<file path="src/rtl/regfile_write_arbiter.sv">
// Arbitrates the single register-file write port among ALU, load and jal-link writebacks.
// Optional pending-write hazard detection is built when REGARB_HAZARD_EN is defined.
module regfile_write_arbiter #(
  parameter int unsigned DATA_WIDTH = 32,
  parameter int unsigned ADDR_WIDTH = 5,
  parameter int unsigned FIFO_DEPTH = 2
) (
  input  logic                  clk,
  input  logic                  rst,
  input  logic                  aluValid,
  output logic                  aluReady,
  input  logic [ADDR_WIDTH-1:0] aluReg,
  input  logic [DATA_WIDTH-1:0] aluData,
  input  logic                  memValid,
  output logic                  memReady,
  input  logic [ADDR_WIDTH-1:0] memReg,
  input  logic [DATA_WIDTH-1:0] memData,
  input  logic                  jal,
  output logic                  jalReady,
  input  logic [DATA_WIDTH-1:0] PC,
  output logic                  regWrite,
  output logic [ADDR_WIDTH-1:0] writeRegister,
  output logic [DATA_WIDTH-1:0] writeData,
  input  logic [ADDR_WIDTH-1:0] readRegister1,
  input  logic [ADDR_WIDTH-1:0] readRegister2,
  output logic                  stall
);

  localparam int unsigned PW = (FIFO_DEPTH > 1) ? $clog2(FIFO_DEPTH) : 1;
  localparam int unsigned CW = PW + 1;
  localparam logic [ADDR_WIDTH-1:0] LINK_REG = ADDR_WIDTH'(31);

  logic [ADDR_WIDTH-1:0] r_alu_reg  [FIFO_DEPTH];
  logic [DATA_WIDTH-1:0] r_alu_data [FIFO_DEPTH];
  logic [PW-1:0]         r_alu_rd, r_alu_wr;
  logic [CW-1:0]         r_alu_cnt;
  logic [ADDR_WIDTH-1:0] r_mem_reg  [FIFO_DEPTH];
  logic [DATA_WIDTH-1:0] r_mem_data [FIFO_DEPTH];
  logic [PW-1:0]         r_mem_rd, r_mem_wr;
  logic [CW-1:0]         r_mem_cnt;
  logic                  r_jal_pend;
  logic [DATA_WIDTH-1:0] r_jal_link;
  logic                  r_rr_last_mem;
  logic                  r_reg_write;
  logic [ADDR_WIDTH-1:0] r_write_reg;
  logic [DATA_WIDTH-1:0] r_write_data;

  logic w_alu_push, w_mem_push, w_jal_push;
  logic w_alu_ne, w_mem_ne;
  logic w_gnt_jal, w_gnt_alu, w_gnt_mem;

  assign aluReady = (r_alu_cnt < CW'(FIFO_DEPTH));
  assign memReady = (r_mem_cnt < CW'(FIFO_DEPTH));
  assign jalReady = !r_jal_pend;

  // Register-0 requests complete the handshake but never enter a queue.
  assign w_alu_push = aluValid && aluReady && (aluReg != '0);
  assign w_mem_push = memValid && memReady && (memReg != '0);
  assign w_jal_push = jal && !r_jal_pend;

  assign w_alu_ne  = (r_alu_cnt != '0);
  assign w_mem_ne  = (r_mem_cnt != '0);
  assign w_gnt_jal = r_jal_pend;
  assign w_gnt_alu = !r_jal_pend && w_alu_ne && (!w_mem_ne || r_rr_last_mem);
  assign w_gnt_mem = !r_jal_pend && w_mem_ne && (!w_alu_ne || !r_rr_last_mem);

  // Queue storage: payload only, validity tracked by pointers/counts.
  always_ff @(posedge clk) begin
    if (w_alu_push) begin
      r_alu_reg[r_alu_wr]  <= aluReg;
      r_alu_data[r_alu_wr] <= aluData;
    end
    if (w_mem_push) begin
      r_mem_reg[r_mem_wr]  <= memReg;
      r_mem_data[r_mem_wr] <= memData;
    end
    if (w_jal_push) r_jal_link <= PC + DATA_WIDTH'(1);
  end

  always_ff @(posedge clk) begin
    if (rst) begin
      r_alu_rd      <= '0;
      r_alu_wr      <= '0;
      r_alu_cnt     <= '0;
      r_mem_rd      <= '0;
      r_mem_wr      <= '0;
      r_mem_cnt     <= '0;
      r_jal_pend    <= 1'b0;
      r_rr_last_mem <= 1'b1;
    end else begin
      if (w_alu_push) r_alu_wr <= r_alu_wr + PW'(1);
      if (w_gnt_alu)  r_alu_rd <= r_alu_rd + PW'(1);
      if (w_alu_push && !w_gnt_alu)      r_alu_cnt <= r_alu_cnt + CW'(1);
      else if (!w_alu_push && w_gnt_alu) r_alu_cnt <= r_alu_cnt - CW'(1);
      if (w_mem_push) r_mem_wr <= r_mem_wr + PW'(1);
      if (w_gnt_mem)  r_mem_rd <= r_mem_rd + PW'(1);
      if (w_mem_push && !w_gnt_mem)      r_mem_cnt <= r_mem_cnt + CW'(1);
      else if (!w_mem_push && w_gnt_mem) r_mem_cnt <= r_mem_cnt - CW'(1);
      // A pending link is always granted, so it lives exactly one cycle.
      r_jal_pend <= r_jal_pend ? 1'b0 : jal;
      if (w_gnt_alu)      r_rr_last_mem <= 1'b0;
      else if (w_gnt_mem) r_rr_last_mem <= 1'b1;
    end
  end

  // Registered write-port stage; address/data hold when idle.
  always_ff @(posedge clk) begin
    if (rst) begin
      r_reg_write  <= 1'b0;
      r_write_reg  <= '0;
      r_write_data <= '0;
    end else begin
      r_reg_write <= w_gnt_jal || w_gnt_alu || w_gnt_mem;
      if (w_gnt_jal) begin
        r_write_reg  <= LINK_REG;
        r_write_data <= r_jal_link;
      end else if (w_gnt_alu) begin
        r_write_reg  <= r_alu_reg[r_alu_rd];
        r_write_data <= r_alu_data[r_alu_rd];
      end else if (w_gnt_mem) begin
        r_write_reg  <= r_mem_reg[r_mem_rd];
        r_write_data <= r_mem_data[r_mem_rd];
      end
    end
  end

  assign regWrite      = r_reg_write;
  assign writeRegister = r_write_reg;
  assign writeData     = r_write_data;

`ifdef REGARB_HAZARD_EN
  logic w_hit1, w_hit2;

  always_comb begin
    w_hit1 = r_jal_pend && (readRegister1 == LINK_REG);
    w_hit2 = r_jal_pend && (readRegister2 == LINK_REG);
    if (r_reg_write && (r_write_reg == readRegister1)) w_hit1 = 1'b1;
    if (r_reg_write && (r_write_reg == readRegister2)) w_hit2 = 1'b1;
    for (int k = 0; k < FIFO_DEPTH; k++) begin
      if (CW'(k) < r_alu_cnt) begin
        if (r_alu_reg[r_alu_rd + PW'(k)] == readRegister1) w_hit1 = 1'b1;
        if (r_alu_reg[r_alu_rd + PW'(k)] == readRegister2) w_hit2 = 1'b1;
      end
      if (CW'(k) < r_mem_cnt) begin
        if (r_mem_reg[r_mem_rd + PW'(k)] == readRegister1) w_hit1 = 1'b1;
        if (r_mem_reg[r_mem_rd + PW'(k)] == readRegister2) w_hit2 = 1'b1;
      end
    end
  end

  assign stall = (w_hit1 && (readRegister1 != '0)) || (w_hit2 && (readRegister2 != '0));
`else
  logic w_unused_rd;
  assign w_unused_rd = ^{readRegister1, readRegister2};
  assign stall = 1'b0;
`endif

endmodule

</file>
<file path="config.mk">
export PLATFORM = sky130hd
export DESIGN_NAME = regfile_write_arbiter
export DESIGN_NICKNAME = d
export VERILOG_FILES = /design/src/rtl/regfile_write_arbiter.sv
export SDC_FILE = /design/constraint.sdc
export NUM_CORES = 1
export LEC_CHECK = 0
export CORE_ASPECT_RATIO = 0.9
export CORE_MARGIN = 2
export CORE_UTILIZATION = 53
export DETAILED_ROUTE_END_ITERATION = 16
export GPL_TIMING_DRIVEN = 0
export PLACE_DENSITY_LB_ADDON = 0.08
export SLEW_MARGIN = 25
export SYNTH_ARGS = -nofsm -noshare
export SYNTH_HDL_FRONTEND = slang
export SYNTH_SLANG_ARGS = --single-unit
export TNS_END_PERCENT = 50
</file>
<file path="constraint.sdc">
create_clock -name clk -period 3.7 [get_ports clk]
set_input_delay 0.37 -clock clk [delete_from_list [all_inputs] [get_ports clk]]
set_output_delay 0.37 -clock clk [all_outputs]
set_load 0.005 [all_outputs]
</file>
# Word-level counts from Yosys, hierarchy flattened
# Memory sizes are Yosys's and may differ from the RTL's. A register that Yosys moved wholly into a read port is not among the register bits.
# Cells that the tools add are included.
[op_classes] reduce_logical=34 n_mux=24 addsub=9 order_cmp=2
[op_table] cell="32-bit 2-to-1 mux" n=3
[op_table] cell="32-bit by 1-bit adder with 32-bit output, second input constant" n=1
[op_table] cell="5-bit 2-to-1 mux" n=3
[op_table] cell="1-bit 2-to-1 mux" n=14
[op_table] cell="1-bit logical AND" n=13
[op_table] cell="2-bit nonzero test" n=5
[op_table] cell="5-bit nonzero test" n=2
[op_table] cell="1-bit logical NOT" n=8
[op_table] cell="2-bit 2-to-1 mux" n=4
[op_table] cell="1-bit adder, second input constant" n=4
[op_table] cell="2-bit by 1-bit adder with 2-bit output, second input constant" n=2
[op_table] cell="1-bit logical OR" n=4
[op_table] cell="2-bit < comparator, second input constant" n=2
[op_table] cell="2-bit by 1-bit subtractor with 2-bit output, second input constant" n=2
[op_table] cell="3-bit nonzero test" n=1
[op_table] cell="2-bit OR reduction" n=1
[word_totals] ff_bits=80 mem_bits_rw=148 mem_count=4
[mem_list] memory="r_alu_data" words=2 word_bits=32 read_ports=1 rd_clocked_by_memory_dff=1 wr=1 line_no="34" source="logic [DATA_WIDTH-1:0] r_alu_data [FIFO_DEPTH];"
[mem_list] memory="r_mem_data" words=2 word_bits=32 read_ports=1 rd_clocked_by_memory_dff=1 wr=1 line_no="38" source="logic [DATA_WIDTH-1:0] r_mem_data [FIFO_DEPTH];"
[mem_list] memory="r_alu_reg" words=2 word_bits=5 read_ports=1 rd_clocked_by_memory_dff=1 wr=1 line_no="33" source="logic [ADDR_WIDTH-1:0] r_alu_reg [FIFO_DEPTH];"
[mem_list] memory="r_mem_reg" words=2 word_bits=5 read_ports=1 rd_clocked_by_memory_dff=1 wr=1 line_no="37" source="logic [ADDR_WIDTH-1:0] r_mem_reg [FIFO_DEPTH];"

# Logic depth before layout (Yosys ltp)
# Gate-level depths: netlist of the first run.
[logic_depth] ltp_word=7 mapped_depth=11 depth_no_buf=7

# Worst setup path before layout of the first run
# Ideal clock, no wire load.
[synth_path] path_kind="in2reg" start="in memReg[1]" end="mem r_mem_data[0][0] (enable)" path_slack_ps=913 arrival_ps=2351 n_path_buf=0 setup_time_ps=436 stages=3 path_cell_list="or3_1 o311a_1 nor2b_1"
[synth_between] elab_chain_cells=4
[synth_lines] element="start: declaration" line_no="16" source="input logic [ADDR_WIDTH-1:0] memReg,"
[synth_lines] element="5-bit nonzero test" line_no="58" source="assign w_mem_push = memValid && memReady && (memReg != '0);"
[synth_lines] element="1-bit logical AND" line_no="58"
[synth_lines] element="net w_mem_push" line_no="48" source="logic w_alu_push, w_mem_push, w_jal_push;"
[synth_lines] element="1-bit 2-to-1 mux" line_no="73" source="if (w_mem_push) begin"
[synth_lines] element="1-bit 2-to-1 mux (implied by the code)" line_no="75" source="r_mem_data[r_mem_wr] <= memData;"
[synth_lines] element="end: declaration" line_no="38"
# The timed path passes the listed nets, and every way through them passes these cells.

# Worst setup path in the final report of the first run
[layout_path] start="reg r_jal_pend" end="out jalReady"
[layout_between] elab_chain_cells=1
[layout_lines] element="start: declaration" line_no="41" source="logic r_jal_pend;"
[layout_lines] element="start signal: assignment" line_no="100" source="r_jal_pend <= r_jal_pend ? 1'b0 : jal;"
[layout_lines] element="1-bit logical NOT" line_no="54" source="assign jalReady = !r_jal_pend;"
[layout_lines] element="end: declaration" line_no="19" source="output logic jalReady,"
# No other way between the ends.

==> results of run 1 <==
==> path summary, 6_finish.rpt <==
kind	cells past startpoint	to
setup reg to reg	9	r_alu_cnt[1]
hold / removal	2	writeData[25]
setup / recovery	4	jalReady
hold reg to reg	2	writeRegister[0]
==> stage by stage <==
stage | power, mW | cells | util [%] | setup WS, ns | TNS (ns)
5_1_grt | 9.287 | 1107 | 69.57 | 1.225 | 0
3_3_place_gp | 6.452 | 1061 | 64.34 | -0.8024 | -52.57
4_1_cts | 8.892 | 1107 | 69.57 | 1.309 | 0
2_1_floorplan | 5.392 | 671 | - | 0.9133 | 0
6_report | 8.868 | 1107 | 69.57 | 1.304 | 0
3_5_place_dp | 6.635 | 1067 | 65.42 | 1.185 | 0
==> kinds of logic after synthesis <==
kind of cell	Yosys count	synth area share [%]
AOI/OAI and AO/OA	150	13.02
xor gates and xnor gates	38	3.492
adders and majority gates	3	0.3939
buffers and inverters	56	2.967
DFF	230	67.22
muxes	42	4.477
other	1	0.03935
and+or+nand+nor	151	8.389
==> layout make-up <==
class	count	area [um2]	share of cell area, %
flip-flops and latches	230	6406	52.29
multi-input cells	385	2867	23.40
repair buffers	156	1667	13.60
clock buffers	29	628.1	5.127
well taps	240	300.3	2.451
plain buffers	48	252.7	2.063
clock inverters	11	101.3	0.8272
inverters	8	30.03	0.2451
==> metal layers <==
layer / global-route usage [%] / vias up / share of wire [%]
met4: 5.392 / 2 / 1.9
met2: 41.42 / 235 / 48
met1: 33.98 / 3112 / 43
met5: 0 / - / 0.056
met3: 4.132 / 37 / 7.0
li1: - / 2945 / -
==> power by group through the flow <==
stage / combinational, mW / clock [mW] / sequential (mW)
6_report: 3.06 / 2.26 / 3.55
4_1_cts: 3.06 / 2.28 / 3.55
2_1_floorplan: 1.83 / 0 / 3.56
3_5_place_dp: 3.04 / 0 / 3.59
3_3_place_gp: 2.85 / 0 / 3.60
5_1_grt: 3.31 / 2.39 / 3.59
==> layout by cell type, fill, tap and decap left out, drive strengths merged, types with 29 or more instances in the layout <==
master and n:
a211o 32, a211oi 32, a21oi 39, a221oi 32
buf 29, clkbuf 54, clkdlybuf4s50 150, dfxtp 50
edfxtp 180, mux2i 37, nor2 43, nor2b 35
==> out/metrics.cfg, run 1 <==
[cts]
cts.clk_slew.worst_paths_ns=0.06
clk-insertion-delay-late_ns=0.51
cts_tree=done
cts_made_buffers=23
cts.sink_count=230
htree_levels=1
cts_resized=0
post-cts-setup-buffer-count=0
cts_root_buffer=sky130_fd_sc_hd__clkbuf_16
clock_path_buffers=3
hold_buf_cts=0

[power_and_ir_drop]
power.share.clock_pct=25.5
power.combinational.fraction_pct=34.5
power-per-cell-area_nw_per_um2=723.8
internal_power_mw=6.072
power.switching_mw=2.797
irDropWorstVdd_mv=0.4176
power.share.sequential_pct=40.0
power_leakage_nw=4.288
power.switching_fraction_pct=31.53

[worst_setup_path]
crit_slowest_cell=sky130_fd_sc_hd__clkbuf_1
startpoint_type=register
critical_path.n_buffers_inverters=4
worstPathRequired_ns=3.33
reg2reg_setup_slack_ns=1.31
worstSetupPathType=register to output pin
worst_path_dominant_cell_family=buffers and inverters
r2r-start=r_mem_cnt[0]
critical_path.max_stage_delay_ns=0.49
critPathMaxFanout=10
crit_path_start=r_jal_pend
setup.worst_path.end_class=output pin
ordered_cell_list_for_the_critical_path=buf_4 > clkbuf_1 > inv_1 > clkdlybuf4s50_1
critical_path_arrival_ns=2.03

[sta]
fin_crit_ns=2.396
finClkSkew_ns=0.01580
hold_slack_ns=0.3288
worst_slew_pin_slew_ns=0.7225
max_slew_margin_pct=51.83
final_min_period_over_clock_period_pct=64.76
top_achievable_clock_speed_mhz=417.3
unrepaired_setup_endpoints_after_global_routing=no
hold_viol_final=0
setup-violations-final=0
report.final.slew_viol_count=0

[cells_and_area]
finalInstanceArea_um2=12250
layout-area-overhead-vs-synth_pct=28.56
final_layout_size_suffix_gt1_share_pct=12.00
final.fill_count=1245
reg.largest.list=r_alu_data (64), r_mem_data (64)
final_nets=976
insertedDiodeCount=0

[synthesis]
synth.most_common_cell=sky130_fd_sc_hd__edfxtp_1
synthesis.instances=671
mappedNetlistNets=795
postSynth.topFlopCell=sky130_fd_sc_hd__edfxtp_1
ys_seq_elements=230
asr_flop_ratio_synth_pct=0
synth-warning-count=0
synth_area_per_cell_um2=14.20
synth.top_cells.by_area=sky130_fd_sc_hd__edfxtp_1 57%, sky130_fd_sc_hd__dfxtp_1 11%, sky130_fd_sc_hd__mux2i_1 3.9%, sky130_fd_sc_hd__a211oi_2 3.4%, sky130_fd_sc_hd__a211o_1 2.9%
post-synth-top-area-fraction_pct=56.72
yosysTopAreaCell=sky130_fd_sc_hd__edfxtp_1
yosysSeqAreaShare_pct=67.22
syn_area_um2=9530
synth_edf_count=180
synthDistinctLibCells=44
ys_top_cells_by_count=180 x sky130_fd_sc_hd__edfxtp_1, 50 x sky130_fd_sc_hd__dfxtp_1, 43 x sky130_fd_sc_hd__nor2_1

[die]
core_um2=17610
dieHeight_um=131.2
pin_count=163
die_width_um=145.4
placementRows=46
dieArea_um2=19070
initial_core_util_pct=54.11

[detailed_routing]
route.detailed.wl_per_inst_um=21.04
drc=0
first_pass_iters=5
drt_wl_total_mm=23.29
detail_route.vias_per_cell=5.719
detail_route.iter0.violations=442
vias=6331
drt.antenna.violating_nets=0

[grt]
via_count_of_the_first_global_routing_pass=6619
global_route_wire_length_before_repair_mm=36.64
antenna_found_initial=2
grt_max_degree=23
globalRoute.totalOverflow=0
global_routing_usage_summed_across_all_routing_layers_pct=24.63

[outcome]
result_of_the_run=finished, final reports clean

[placed_design]
placed_area_um2=11520
gp_congestion=0.8113
numPortBuffers=150
dp.final_hpwl_mm=16.90

[min_path]
hold_path_startpoint=rst
worst_min_delay_path_category=input pin to register

[job]
drv_cap=0

(Power assumes the default switching activity.)
==> run 2, diff against run 1 <==
==> constraint.sdc (replaced) <==
create_clock -name clk -period 2.25 [get_ports clk]
set_input_delay 0.225 -clock clk [delete_from_list [all_inputs] [get_ports clk]]
set_output_delay 0.225 -clock clk [all_outputs]
set_load 0.005 [all_outputs]
==> out/metrics.cfg, run 2 (synthesized netlist as in run 1, its figures left out) <==
[outcome]
result_of_the_run=finished, final reports clean

[worst_setup_path]
cp-endpoint=r_alu_cnt[1]
setup.worst_path.end_class=register
worstSetupPathType=register to register
crit_slowest_cell=sky130_fd_sc_hd__or3_1
critical_path_arrival_ns=2.56  ; +0.53 ns
regToRegEndpoint=r_alu_cnt[1]
r2r.worst_path.cells=9  ; unchanged
crit_path_start=r_jal_pend
startpoint_type=register
critical_path.max_stage_delay_ns=0.36  ; -0.13 ns
worstPathRequired_ns=2.67  ; -0.66 ns
ordered_cell_list_for_the_critical_path=buf_4 > o21ba_1 > buf_6 > and2_4 > buf_12 > inv_2 > ha_4 > or3_1 > a21oi_1
critPathMaxFanout=18  ; +8
reg2reg_setup_slack_ns=0.12  ; -1.19 ns
r2r-start=r_jal_pend

[sta]
final_min_period_over_clock_period_pct=94.85
setup-violations-final=0  ; unchanged
unrepaired_setup_endpoints_after_global_routing=no
fin_crit_ns=2.134
top_achievable_clock_speed_mhz=468.6
fin_tns_setup_ns=0  ; unchanged
hold_viol_final=0  ; unchanged
max_slew_margin_pct=51.76  ; -0.071 points
finClkSkew_ns=0.006674  ; -0.009122 ns
report.final.slew_viol_count=0  ; unchanged
worst_slew_pin_slew_ns=0.7236  ; +0.001060 ns

[grt]
global_routing_usage_summed_across_all_routing_layers_pct=23.65  ; -0.98 points
globalRoute.totalOverflow=0  ; unchanged
grt_max_degree=24  ; +4.3%
global_route_wire_length_before_repair_mm=35.27  ; -3.8%
antenna_found_initial=1  ; -1
via_count_of_the_first_global_routing_pass=6465  ; -2.3%

[cells_and_area]
final_layout_size_suffix_gt1_share_pct=11.55  ; -0.45 points
finalCoreUtilization_pct=69.35  ; -0.22 points
insertedDiodeCount=0  ; unchanged
final_nets=974  ; -0.20%
layout.cells.most_common=sky130_fd_sc_hd__edfxtp_1
layout-area-overhead-vs-synth_pct=28.15
layout_common_cells=180 x sky130_fd_sc_hd__edfxtp_1, 150 x sky130_fd_sc_hd__clkdlybuf4s50_1, 50 x sky130_fd_sc_hd__dfxtp_1
finalInstanceArea_um2=12210  ; -0.32%
reg.largest.list=r_alu_data (64), r_mem_data (64)

[detailed_routing]
detail_route.iter0.violations=481  ; +8.8%
first_pass_iters=7  ; +2
vias=6298  ; -0.52%
route.detailed.wl_per_inst_um=20.48  ; -2.7%
drc=0  ; unchanged
detail_route.vias_per_cell=5.694  ; -0.43%
drt.antenna.violating_nets=0  ; unchanged
drt_wl_total_mm=22.65  ; -2.8%

[cts]
cts_made_buffers=23  ; unchanged
cts.sink_count=230  ; unchanged
clock_path_buffers=3  ; unchanged
cts.clk_slew.worst_paths_ns=0.06  ; about the same
post-cts-setup-buffer-count=0  ; unchanged
cts_tree=done
htree_levels=1  ; unchanged
clk-insertion-delay-late_ns=0.50  ; about the same
hold_buf_cts=0  ; unchanged
cts_root_buffer=sky130_fd_sc_hd__clkbuf_16

[power_and_ir_drop]
power_mw=14.42  ; +63%
power_leakage_nw=4.255  ; -0.76%
irDropWorstVdd_mv=0.5848  ; +40%
power-per-cell-area_nw_per_um2=1180  ; +63%

[die]
dieArea_um2=19070  ; unchanged
pin_count=163  ; unchanged
die_width_um=145.4  ; unchanged
core_um2=17610  ; unchanged
placementRows=46  ; unchanged
dieHeight_um=131.2  ; unchanged
initial_core_util_pct=54.11  ; unchanged

[placed_design]
numPortBuffers=150  ; unchanged
dp.final_hpwl_mm=16.40  ; -3.0%
gp_congestion=0.8205  ; +1.1%
placed_area_um2=11490  ; -0.30%

[min_path]
min_delay_path_depth=2  ; unchanged
worst_min_delay_path_category=input pin to register

[job]
drv_cap=0  ; unchanged

run 2: cell count changes in the layout (fill, tap and decap cells not counted), sizes merged:
cell,delta
clkinv,-6
buf,-2
clkbuf,+9
bufinv,-2
run 2: critical path, delay by kind of cell (launching register included):
kind	cells	cell delay, ns
buf+inv	4	0.55
simple gates	2	0.52
compound gates	2	0.43
flops	1	0.30
fa+ha+maj	1	0.26
run 2: worst min path at each step:
stage                     slack (ns)              from                to
after global placement          0.45  writeRegister[4]  writeRegister[4]
after detailed placement        0.46  writeRegister[2]  writeRegister[2]
final                           0.18               rst     writeData[24]
after CTS                       0.18               rst     writeData[24]
after global routing            0.25               rst     writeData[24]
after floorplan                 0.32        aluData[0]  r_alu_data[0][0]
run 2: timing repair:
item | in CTS | in global routing
endpoints found under the hold margin | 0 | 0
resized for setup | 1 | 5
setup endpoints to repair | 1 | 2
run 2: per-stage QoR:
step | hold WS [ns] | setup slack [ns] | cells
finish | 0.1840 | 0.1158 | 1106
global placement | 0.4546 | -1.087 | 1061
detailed placement | 0.4587 | -0.1330 | 1066
floorplan | 0.3239 | -0.2748 | 671
CTS | 0.1783 | 0.002586 | 1106
global route | 0.2548 | 0.04147 | 1106
run 2: area by class of cell:
type / count / area (um2)
inverter: 8 / 30.03
sequential: 230 / 6406
multi-input combinational: 385 / 2887
clock buffer: 38 / 693.2
timing repair buffer: 155 / 1632
tap: 240 / 300.3
buffer: 47 / 251.5
clock inverter: 3 / 13.76
fill: 1240 / 5399
run 2: layer usage:
metal	routed length, um	share of wire [%]	vias up	track usage [%]
li1	-	-	2935	-
met1	9953	44	3109	33.02
met2	10700	47	222	38.39
met3	1539	6.8	32	4.514
met4	452	2.0	0	6.318
met5	0	0	-	0
run 2: where the power goes:
part	internal [mW]	switching (mW)	total, mW
clock	2.09	1.50	3.59
sequential	5.48	0.377	5.85
combinational	2.31	2.67	4.97
total	9.88	4.54	14.4
